$ cat src/rtl/multiplicador_seq.sv
// Sequential shift-add multiplier: one multiplier bit per clock, signed or unsigned per operation,
// with a START/BUSY/DONE handshake and registered 2N-bit product, N-bit truncation and overflow.
module multiplicador_seq #(
  parameter int unsigned N = 8
) (
  input  logic           CK,
  input  logic           RST,
  input  logic           START,
  input  logic           SIGNED,
  input  logic [N-1:0]   A,
  input  logic [N-1:0]   B,
  output logic           BUSY,
  output logic           DONE,
  output logic [2*N-1:0] P,
  output logic [N-1:0]   S,
  output logic           OV
);

  localparam int unsigned CntW = (N > 1) ? $clog2(N) : 1;

  typedef enum logic [1:0] {StIdle, StCalc, StFim} state_e;

  state_e         state_q;
  logic [N-1:0]   mcand_q;
  logic [N-1:0]   mplier_q;
  logic           neg_q;
  logic           sgn_q;
  logic [2*N-1:0] acc_q;
  logic [CntW-1:0] cnt_q;

  logic [N-1:0]   mag_a;
  logic [N-1:0]   mag_b;
  logic           neg_in;
  logic [2*N-1:0] addend;
  logic [2*N-1:0] acc_nxt;
  logic [2*N-1:0] prod;
  logic           ov_nxt;
  logic           last_bit;

  always_comb begin
    // Negating the most-negative value yields 2^(N-1), which is exact as an unsigned magnitude.
    mag_a    = (SIGNED && A[N-1]) ? -A : A;
    mag_b    = (SIGNED && B[N-1]) ? -B : B;
    neg_in   = SIGNED & (A[N-1] ^ B[N-1]);
    addend   = mplier_q[cnt_q] ? ({{N{1'b0}}, mcand_q} << cnt_q) : '0;
    acc_nxt  = acc_q + addend;
    prod     = neg_q ? -acc_nxt : acc_nxt;
    // Signed result fits only if the upper half plus the sign bit of S are all copies of one bit.
    ov_nxt   = sgn_q ? !((&prod[2*N-1:N-1]) || !(|prod[2*N-1:N-1])) : (|prod[2*N-1:N]);
    last_bit = (cnt_q == CntW'(N - 1));
  end

  always_ff @(posedge CK) begin
    if (RST) begin
      state_q  <= StIdle;
      mcand_q  <= '0;
      mplier_q <= '0;
      neg_q    <= 1'b0;
      sgn_q    <= 1'b0;
      acc_q    <= '0;
      cnt_q    <= '0;
      BUSY     <= 1'b0;
      DONE     <= 1'b0;
      P        <= '0;
      S        <= '0;
      OV       <= 1'b0;
    end else begin
      DONE <= 1'b0;
      unique case (state_q)
        StIdle, StFim: begin
          if (START) begin
            mcand_q  <= mag_a;
            mplier_q <= mag_b;
            neg_q    <= neg_in;
            sgn_q    <= SIGNED;
            acc_q    <= '0;
            cnt_q    <= '0;
            BUSY     <= 1'b1;
            state_q  <= StCalc;
          end else begin
            state_q <= StIdle;
          end
        end
        StCalc: begin
          acc_q <= acc_nxt;
          cnt_q <= cnt_q + CntW'(1);
          if (last_bit) begin
            BUSY    <= 1'b0;
            DONE    <= 1'b1;
            P       <= prod;
            S       <= prod[N-1:0];
            OV      <= ov_nxt;
            state_q <= StFim;
          end
        end
        default: state_q <= StIdle;
      endcase
    end
  end

endmodule

$ cat config.mk
export PLATFORM = sky130hd
export DESIGN_NAME = multiplicador_seq
export DESIGN_NICKNAME = d
export VERILOG_FILES = /design/src/rtl/multiplicador_seq.sv
export SDC_FILE = /design/constraint.sdc
export NUM_CORES = 1
export LEC_CHECK = 0
export CAP_MARGIN = 20
export CORE_MARGIN = 4
export CORE_UTILIZATION = 50
export CTS_CLUSTER_DIAMETER = 50
export DETAILED_ROUTE_END_ITERATION = 6
export GPL_TIMING_DRIVEN = 0
export PLACE_DENSITY = 0.68
export SYNTH_ARGS = -nofsm -noshare
export SYNTH_HDL_FRONTEND = slang
export SYNTH_SLANG_ARGS = --single-unit
$ cat constraint.sdc
create_clock -name CK -period 4.9 [get_ports CK]
set_clock_uncertainty 0.2 [all_clocks]
set_input_delay 0.98 -clock CK [delete_from_list [all_inputs] [get_ports CK]]
set_output_delay 0.98 -clock CK [all_outputs]
set_load 0.005 [all_outputs]
* Word-level counts from Yosys, hierarchy flattened
Index checks and enable logic that the tools add are counted.
Widths: inputs -> output; s select.
** Operators by class
- $add $sub $neg :: 5
- $lt $le $gt $ge :: 1
- Equality and inequality tests :: 5
- Shift operators :: 1
- Mux-type cells :: 18
- Bitwise operators :: 3
- Reductions and logical operators :: 16
** Operator list (number)
- $mux 16 :: 3
- $pmux 16 s2 :: 1
- $add 16x16->16 :: 1
- $mux 8 :: 2
- $neg 16->16 :: 1
- $neg 8->8 :: 2
- $shl 8x3->16 :: 1
- $reduce_and 9->1 :: 1
- $reduce_or 9->1 :: 1
- $reduce_or 8->1 :: 1
- $mux 1 :: 6
- $pmux 3 s2 :: 1
- $reduce_and 2->1 :: 3
- $lt 3x4->1 const B :: 1
- $ne 2x2->1 const B :: 2
- $pmux 2 s2 :: 1
- $reduce_or 2->1 :: 2
- $add 3x1->3 const B :: 1
- $bmux 1 s3 :: 1
- $eq 3x3->1 const B :: 1
- $mux 3 :: 1
- $reduce_and 3->1 :: 1
- $eq 2x1->1 const B :: 1
- $eq 2x2->1 const B :: 1
- other kinds (10) :: 12
** Word-level totals
- Flip-flop bits (word level) :: 66
- Word-level logic and storage cells :: 61

* Longest topological paths before layout
Gate-level depths: netlist (run 1).
- Depth after elaboration :: 11
- Depth in mapped cells :: 20
- Depth with buffers taken out :: 17

* Worst setup path before layout (run 1)
No wires, ideal clock.
- Path type :: register to register
- Start :: register cnt_q[0]
- End :: register OV
- Arrival :: 4040 ps
- Path slack :: 526 ps
- Cell stages (with the launch flop) :: 18
- Buffers on the path :: 2
- Cell sequence :: dfxtp_1 clkbuf_1 mux4_2 nand2_1 and2_1 clkbuf_1 nor2_1 ha_1 or3_1 nand2_2 a211oi_1 or3_1 and2_1 o41ai_2 xnor2_1 nand4_1 nor4_1 a211oi_2
** Between the ends
- Cells in the longest elaborated chain, start to end :: 11
- Elaborated cells on any way between the ends :: 16
- Classes of those cells :: 2 x add/sub; 1 x eq/ne; 1 x shift; 5 x mux; 7 x reduce/logical
** RTL lines
- from (decl) :: line 29 : logic [CntW-1:0] cnt_q;
- from (signal assigned) :: line 86 : cnt_q <= cnt_q + CntW'(1);
- $bmux 1 s3 :: line 45 : addend = mplier_q[cnt_q] ? ({{N{1'b0}}, mcand_q} << cnt_q) : '0;
- $mux 1 (implied by the code) :: line 45
- $mux 16 :: line 45
- $add 16x16->16 :: line 46 : acc_nxt = acc_q + addend;
- $neg 16->16 :: line 47 : prod = neg_q ? -acc_nxt : acc_nxt;
- $mux 16 :: line 47
- $reduce_or 9->1 :: line 49 : ov_nxt = sgn_q ? !((&prod[2*N-1:N-1]) || !(|prod[2*N-1:N-1])) : (|prod[2*N-1:N]);
- $logic_not 1->1 :: line 49
- $logic_or 1x1->1 :: line 49
- $logic_not 1->1 :: line 49
- $mux 1 :: line 49
- to (signal assigned) :: line 92 : OV <= ov_nxt;
- to (decl) :: line 16 : output logic OV
Several ways; a longest one is shown, not always the timed one. The select of a mux whose other input is x is not followed.
A chain may end at the register's enable or synchronous reset.

* Worst setup path in the final report (run 1)
Ends and elaborated chain as after synthesis.

==> results summary, run 1 <==
The x dimension of the die is 99.49 µm. The H-tree depth is 3. The die covers 0.009898 mm². The worst-skew pair later-pin latency is 0.33 ns. Dividing the detail-routed via count by the number of cells gives 5.710. The detail route stage leaves a number of antenna-violating nets equal to 0. The number of synthesized flops with an enable pin is 0. The largest driver fanout on the critical path is 8. In this run the tightest slew margin relative to its limit is 0.5425. The post-cts gate resize count is 2. The endpoint required time on the critical path is 4.91 ns. Summed over all cells, the static leakage comes to 1.917 nW. Measured in cells, the most critical reg-to-reg path has a length of 15. The share of cells above drive strength 1 is 0.1214. Dividing the final minimum period by the clock period gives 0.9630. The via count of the first global-routing pass is 3,773. The peak clock frequency supported by timing is 211.9 MHz. The number of nets at the end of the flow came out at 621. The I/O pin total is 47. The combined global-route utilization of all metal layers is 0.2260. The area growth from synthesis to layout is 18.95%. The die height came out at 99.49 µm. Setup repair after global routing left no endpoint under its margin. For this run, global-route usage on met1 was measured as 0.2927. The most frequently used flop master after synthesis is sky130_fd_sc_hd__dfxtp_1. The instance count of the mapped netlist is 524. The top cell types in the final layout, fill and taps aside, are 86 x sky130_fd_sc_hd__nor2_1, 58 x sky130_fd_sc_hd__dfxtp_1, 50 x sky130_fd_sc_hd__nand2_1.

The maximum number of pins on one net before global-route repair came out at 11. Hold is met by 0.2579 ns. The antenna cell count came out at 0. For this design, the sink count on the clock tree is 58. The area of the mapped netlist came out at 0.004185 mm². In this run the most used layer during global routing was met2.

Clock-pin slew was measured on the worst setup and hold paths at 0.07 ns. The worst setup path is launched from a register. The time the final worst path needs with I/O delays and setup came out at 4.719 ns.

The total of endpoints with negative setup slack in the final report is 0. The filler cells instantiated in the layout total 750. The area inside the core boundary is 0.008175 mm². Port buffering added 46 buffers. The first global-routing pass estimated 18.13 mm of wire. Counting instances, the worst hold path has a depth of 2. The tightest min-delay check is of the register to register type. The number of antenna violations at the first check in global routing is 0. After synthesis, the share of flip-flops with an asynchronous set or reset is 0. The floorplan has 33 rows. The tool flagged a number of max-cap violations equal to 0.

TritonCTS built the clock tree. Leaving out fill and tap cells, the most frequent cell in the layout is sky130_fd_sc_hd__nor2_1. After synthesis, the cell types taking the most area are sky130_fd_sc_hd__dfxtp_1 28%, sky130_fd_sc_hd__nor2_1 7.7%, sky130_fd_sc_hd__ha_1 6.0%, sky130_fd_sc_hd__nand2_1 4.5%, sky130_fd_sc_hd__a21oi_1 4.4%. The run finished with clean final reports. The DRC violation count after routing is 0. The initial utilization of the core area, before any placement, comes to 0.5119. The maximum root-to-sink buffer count is 2.

The routability congestion estimate from global placement came out at 0.8486. Across the VDD grid, the largest voltage drop is 0.1806 mV. The total clock buffers created by CTS is 9. The synthesized area per cell is 7.987 µm².

The critical path in this run is classified as register to register. Detailed placement ended at an HPWL of 8.693 mm. Of the synthesized area, sequential elements account for 0.2774. The sum of internal, switching and leakage power is 1.110 mW. The hold violation count in the final report is 0. STA classifies the critical path endpoint as a register. In the global route stage, met2 resource usage came out at 0.3926.

Summed over all instances, the cell type with the most area after synthesis is sky130_fd_sc_hd__dfxtp_1. For this design the ratio of total power to cell area is 223.0 mW/mm². The number of register bits inferred by synthesis is 58. The routed wirelength normalized by instance count came out at 15.76 µm. The first routing iteration left 163 violations. For this run, the number of Yosys warnings is 0. The count of vias placed by the detailed router came out at 3,940. The share of synthesized area in the top cell type comes to 0.2774. The cell sitting at the root of the clock tree is a sky130_fd_sc_hd__clkbuf_8. The post-CTS setup-driven buffer insertion count came out at 0. The count of hold-fix buffers inserted at cts came out at 0.

The count of TritonRoute iterations in the first routing pass came out at 4. The final number of max-transition violations was 0. The aggregate routed wire length is 10.87 mm. In the global route stage, met3 resource usage came out at 0.03647. At the pin with the least slew margin, the transition time is 0.6811 ns. For this run the aggregate overflow at the end of global routing stands at 0.

The total nets after synthesis came out at 565. The critical path data arrival time came out at 4.73 ns. The synthesized netlist contains 74 unique library cells.
[worst max-delay path: stages (launching register included)]
cell and delay (ns):
sky130_fd_sc_hd__dfxtp_1 0.32, sky130_fd_sc_hd__clkbuf_2 0.20, sky130_fd_sc_hd__mux4_2 0.39, sky130_fd_sc_hd__nand2_1 0.13, sky130_fd_sc_hd__nor3_1 0.60, sky130_fd_sc_hd__ha_1 0.37
sky130_fd_sc_hd__a211oi_1 0.34, sky130_fd_sc_hd__o21a_2 0.26, sky130_fd_sc_hd__a211oi_2 0.10, sky130_fd_sc_hd__or3_1 0.33, sky130_fd_sc_hd__a22oi_1 0.31, sky130_fd_sc_hd__nand3_1 0.16
sky130_fd_sc_hd__o41a_1 0.37, sky130_fd_sc_hd__xnor2_2 0.24, sky130_fd_sc_hd__and4_1 0.25, sky130_fd_sc_hd__a211oi_2 0.05
[metal layers]
metal	vias up	routed length, µm
met3	10	385
met2	72	5416
li1	1991	-
met1	1867	4958
met4	0	114
met5	-	0
[cell type report]
cell class / count / area (µm²) / share of cell area
Inverter: 12 / 45.04 / 0.009048
Buffer: 35 / 173.9 / 0.03493
Clock buffer: 12 / 155.1 / 0.03116
Clock inverter: 4 / 26.28 / 0.005278
Timing Repair Buffer: 46 / 460.4 / 0.09249
Sequential cell: 58 / 1161 / 0.2332
Tap cell: 105 / 131.4 / 0.02639
Multi-Input combinational cell: 418 / 2825 / 0.5675
[cells by family (layout without fill, tap and decap cells)]
group,count (synthesis),in the layout,share of synthesized area
compound gates,139,139,0.2413
xor+xnor,27,27,0.06906
simple gates,218,218,0.2568
buf+inv,48,109,0.05231
flops,58,58,0.2774
mux,13,13,0.03856
fa+ha+maj,21,21,0.06457
[cells in the mapped netlist (3+ instances only)]
cell                       instances
sky130_fd_sc_hd__o211ai_1          6
sky130_fd_sc_hd__nand2b_1          4
sky130_fd_sc_hd__dfxtp_1          58
sky130_fd_sc_hd__buf_4             8
sky130_fd_sc_hd__nor2_1           86
sky130_fd_sc_hd__inv_1            12
sky130_fd_sc_hd__buf_1             3
sky130_fd_sc_hd__nor2b_1           3
sky130_fd_sc_hd__or3_1             8
sky130_fd_sc_hd__nor3_1           14
sky130_fd_sc_hd__clkbuf_1         23
sky130_fd_sc_hd__o21a_1            4
sky130_fd_sc_hd__a311oi_1          6
sky130_fd_sc_hd__nand3_1          17
sky130_fd_sc_hd__nor3b_1           3
sky130_fd_sc_hd__ha_1             20
sky130_fd_sc_hd__a211oi_1         17
sky130_fd_sc_hd__a22oi_1          18
sky130_fd_sc_hd__nand4_1           3
sky130_fd_sc_hd__mux2i_1           6
sky130_fd_sc_hd__mux2_2            5
sky130_fd_sc_hd__nand2_1          50
sky130_fd_sc_hd__and2_1            5
sky130_fd_sc_hd__xnor2_1          13
sky130_fd_sc_hd__a21oi_1          37
sky130_fd_sc_hd__xor2_1           10
sky130_fd_sc_hd__a21o_1            5
sky130_fd_sc_hd__o21ai_0          14
sky130_fd_sc_hd__o31ai_1           5
[per-stage QoR]
step | instances | setup slack (ns) | cell area, µm² | TNS, ns | utilization
after floorplan | 524 | 0.5263 | 4185 | 0 | -
after global placement | 675 | -0.06101 | 4777 | -0.06101 | 0.5843
after detailed placement | 675 | -0.1133 | 4777 | -0.1133 | 0.5843
after CTS | 691 | 0.04111 | 4961 | 0 | 0.6068
after global routing | 690 | 0.01871 | 4979 | 0 | 0.6090
final | 690 | 0.1812 | 4979 | 0 | 0.6090
[final timing paths]
| path | from | endpoint | slack, ns |
|---|---|---|---|
| min reg2reg | P[8] | P[8] | 0.26 |
| min | P[8] | P[8] | 0.26 |
| max reg2reg | cnt_q[0] | OV | 0.18 |
| max | cnt_q[0] | OV | 0.18 |
[sequential cells by signal (all words and copies together), names as in the netlist, 2 cells and up]
register / cells
state_q: 2
mplier_q: 8
mcand_q: 8
P: 16
cnt_q: 3
acc_q: 16
[report_power, final]
part / leakage [nW] / total, mW / internal [mW] / switching, mW
clock: 0.0924 / 0.400 / 0.210 / 0.189
sequential: 0.471 / 0.496 / 0.486 / 0.00970
combinational: 1.35 / 0.215 / 0.0878 / 0.127
Power figures use the tool's default switching activity.
==> run 2, diff against run 1 <==
--- a/config.mk
+++ b/config.mk
@@ -11,7 +11,8 @@
 export CTS_CLUSTER_DIAMETER = 50
 export DETAILED_ROUTE_END_ITERATION = 6
 export GPL_TIMING_DRIVEN = 0
-export PLACE_DENSITY = 0.68
+export PLACE_DENSITY_LB_ADDON = 0.3
+export SLEW_MARGIN = 25
 export SYNTH_ARGS = -nofsm -noshare
 export SYNTH_HDL_FRONTEND = slang
 export SYNTH_SLANG_ARGS = --single-unit
==> results summary, run 2 (synthesized netlist as in run 1, its figures left out) <==
The aggregate routed wire length is 11.02 mm (+1.3%). The global-route congestion overflow total came out at 0 (unchanged). The total clock buffers created by CTS came out at 9 (unchanged). The layout filler cell count is 715 (-4.7%). The number of maximum-capacitance constraint violations came out at 0 (unchanged).

The hold violation count in the final report is 0 (unchanged). The setup slack on the worst flop-to-flop path came to 0.28 ns (+0.09 ns). The sum of internal, switching and leakage power is 1.211 mW (+9.1%). The path depth of the worst reg2reg path came to 16 (+1). The worst register-to-register path ends at OV. The worst hold-check slack is 0.2544 ns (-0.003567 ns).

The routability congestion estimate from global placement came to 0.8828 (+4.0%). The fraction of the cycle the final worst path needs came out at 0.9437 (-0.01936). The endpoint required time on the critical path is 4.92 ns (about the same).

The total of endpoints with negative setup slack in the final report is 0 (unchanged). The post-CTS setup-driven buffer insertion count is 0 (unchanged). The power share of the clock group is 0.412 (+0.052).

The internal power consumption is 0.8745 mW (+12%). The tree is rooted in a sky130_fd_sc_hd__clkbuf_8. The met3 capacity usage during global routing came out at 0.04558 (+0.009116). The final non-filler cell area is 0.005014 mm² (+0.70%). The number of antenna-violating nets in the routed design came out at 0 (unchanged). The worst hold path begins at P[10]. The worst hold endpoint is P[10]. The number of nets at the end of the flow came out at 621 (unchanged). The antenna cell count came to 0 (unchanged). The clock tree from TritonCTS is done.

The number of antenna violations at the first check in global routing is 0 (unchanged). The total power divided by cell area is 241.6 mW/mm² (+8.4%). The placed cell area came out at 0.004777 mm² (unchanged). The critical path starts at cnt_q[1].

The share of cells above drive strength 1 is 0.1214 (unchanged). In this run the critical register-to-register path is launched from cnt_q[1]. The x dimension of the die was 99.49 µm (unchanged). The peak clock frequency supported by timing is 216.3 MHz (+2.1%). The number of standard-cell rows in the floorplan is 33 (unchanged). The count of hold-fix buffers inserted at cts came out at 0 (unchanged). The starting density of the core came to 0.5119 (unchanged). The type of destination of the critical path is a register. The maximum root-to-sink buffer count is 2 (unchanged). The area inside the core boundary is 0.008175 mm² (unchanged). The switching power share of the total came out at 0.2782 (-0.01545). The combined area of the multi-input logic cells came out at 0.002821 mm² (-0.13%).

The number of DRC markers after the initial detailed-route iteration is 230 (+41%). The worst-skew pair later-pin latency is 0.35 ns (+0.02 ns). The combined global-route utilization of all metal layers is 0.2281 (+0.002175). The time the final worst path needs with I/O delays and setup came out at 4.624 ns (-0.09488 ns). The maximum number of pins on one net before global-route repair was 11 (unchanged). The critical path data arrival time was 4.65 ns (-0.08 ns). The met2 usage in global routing is 0.4153 (+0.02273).

The library cells used most frequently in the layout, excluding fill and tap cells, are 86 x sky130_fd_sc_hd__nor2_1, 58 x sky130_fd_sc_hd__dfxtp_1, 50 x sky130_fd_sc_hd__nand2_1. The critical path is of the register to register type. The final number of max-transition violations came to 0 (unchanged).

The global-route track usage on met1 came out at 0.2694 (-0.02335). The clock edge transition at the registers on the reported setup and hold paths came out at 0.07 ns (about the same). The area of the die came out at 0.009898 mm² (unchanged). The hold path depth came out at 2 (unchanged). The global-route wire length before repair came to 18.25 mm (+0.68%). The largest driver fanout on the critical path was 8 (unchanged). The switching power total is 0.3370 mW (+3.4%). The largest registers in the layout are P x16, acc_q x16. The most congested layer reported by global routing is met2. The routed wirelength normalized by instance count came out at 15.97 µm (+1.3%). The H-tree depth came out at 3 (unchanged). The area growth from synthesis to layout is 19.79%.

The tightest min-delay check is of the register to register type. The DRC violation count after routing is 0 (unchanged). The CTS sink count came out at 58 (unchanged). Leaving out fill and tap cells, the most frequent cell in the layout is sky130_fd_sc_hd__nor2_1. The I/O pin total came out at 47 (unchanged). The die height is 99.49 µm (unchanged).

The static power due to leakage came to 1.926 nW (+0.45%). The fraction of power consumed by sequential logic came out at 0.410 (-0.037). The half-perimeter wire length of the detailed placement result is 8.630 mm (-0.72%). The area of all sequential standard cells is 0.001161 mm² (unchanged). The routed via count divided by cell count came out at 5.854 (+2.5%). The slew of the pin with the lowest slew margin came to 0.6300 ns (-0.05105 ns). The worst slew margin relative to its limit is 0.5767 (+0.03429). The run finished with clean final reports. The relative contribution of combinational cells to total power came out at 0.178 (-0.015). The count of TritonRoute iterations in the first routing pass came out at 6 (+2). The count of input and output buffers is 46 (unchanged). The post-cts gate resize count is 2 (unchanged). The via count of the first global-routing pass came to 3,935 (+4.3%). The count of vias placed by the detailed router came out at 4,039 (+2.5%). STA classifies the critical path startpoint as a register. The maximum VDD drop is 0.1367 mV (-24%).
-- run 2: changes by cell type in the layout (fill, tap and decap cells not counted), sizes merged --
| cell | before | now |
|---|---|---|
| bufinv | 0 | 2 |
| clkinv | 3 | 0 |
| clkinvlp | 1 | 2 |
-- run 2: cell type report --
class / instances / share of cell area
multi-input combinational: 418 / 0.5628
clock buffer: 12 / 0.02895
inverter: 12 / 0.008984
timing repair buffer: 46 / 0.09184
clock inverter: 4 / 0.01497
tap: 105 / 0.02620
buffer: 35 / 0.03469
sequential: 58 / 0.2316
-- run 2: worst max-delay path, stage by stage, from the launching register on --
cell,delay (ns)
sky130_fd_sc_hd__dfxtp_1,0.34
sky130_fd_sc_hd__clkbuf_2,0.24
sky130_fd_sc_hd__mux4_2,0.56
sky130_fd_sc_hd__nand2_1,0.18
sky130_fd_sc_hd__and2_2,0.24
sky130_fd_sc_hd__nor2_1,0.09
sky130_fd_sc_hd__ha_1,0.39
sky130_fd_sc_hd__or3_1,0.44
sky130_fd_sc_hd__nand2_2,0.13
sky130_fd_sc_hd__a211oi_1,0.08
sky130_fd_sc_hd__or3_1,0.35
sky130_fd_sc_hd__and2_1,0.24
sky130_fd_sc_hd__o41ai_2,0.38
sky130_fd_sc_hd__xnor2_1,0.22
sky130_fd_sc_hd__nand4_1,0.15
sky130_fd_sc_hd__nor4_2,0.19
sky130_fd_sc_hd__a211oi_2,0.10
-- run 2: per-stage QoR --
step / std cells / setup slack (ns) / TNS (ns) / utilization
floorplan: 524 / 0.5263 / 0 / -
global placement: 675 / -0.006845 / -0.006845 / 0.5843
detailed placement: 675 / -0.05138 / -0.05138 / 0.5843
CTS: 691 / 0.09428 / 0 / 0.6116
global route: 690 / -0.006947 / -0.006947 / 0.6133
finish: 690 / 0.2761 / 0 / 0.6133
-- run 2: how the worst max path moves through the flow --
stage	slack [ns]	cells past startpoint	to
6_report	0.28	16	OV
5_1_grt	-0.007	16	OV
4_1_cts	0.09	17	OV
3_5_place_dp	-0.05	17	OV
3_3_place_gp	-0.007	17	OV
2_1_floorplan	0.53	17	OV
-- run 2: power by group through the flow --
stage	sequential, mW	combinational [mW]	clock [mW]
finish	0.496	0.216	0.499
global route	0.497	0.236	0.527
CTS	0.496	0.213	0.501
detailed placement	0.507	0.212	0
global placement	0.506	0.206	0
floorplan	0.503	0.150	0
-- run 2: metal layers --
metal	share of wire	vias to the layer above	routed length (µm)
met5	0	-	0
met4	0.024	0	262
met3	0.042	23	459
met2	0.51	112	5586
met1	0.43	1909	4710
li1	-	1995	-
==> run 3, diff against run 2 <==
--- a/config.mk
+++ b/config.mk
@@ -11,6 +11,7 @@
 export CTS_CLUSTER_DIAMETER = 50
 export DETAILED_ROUTE_END_ITERATION = 6
 export GPL_TIMING_DRIVEN = 0
+export HOLD_SLACK_MARGIN = 0.03
 export PLACE_DENSITY_LB_ADDON = 0.3
 export SLEW_MARGIN = 25
 export SYNTH_ARGS = -nofsm -noshare
==> results of run 3 <==
No change in the layout: final DEF, timing and power equal those of run 2.
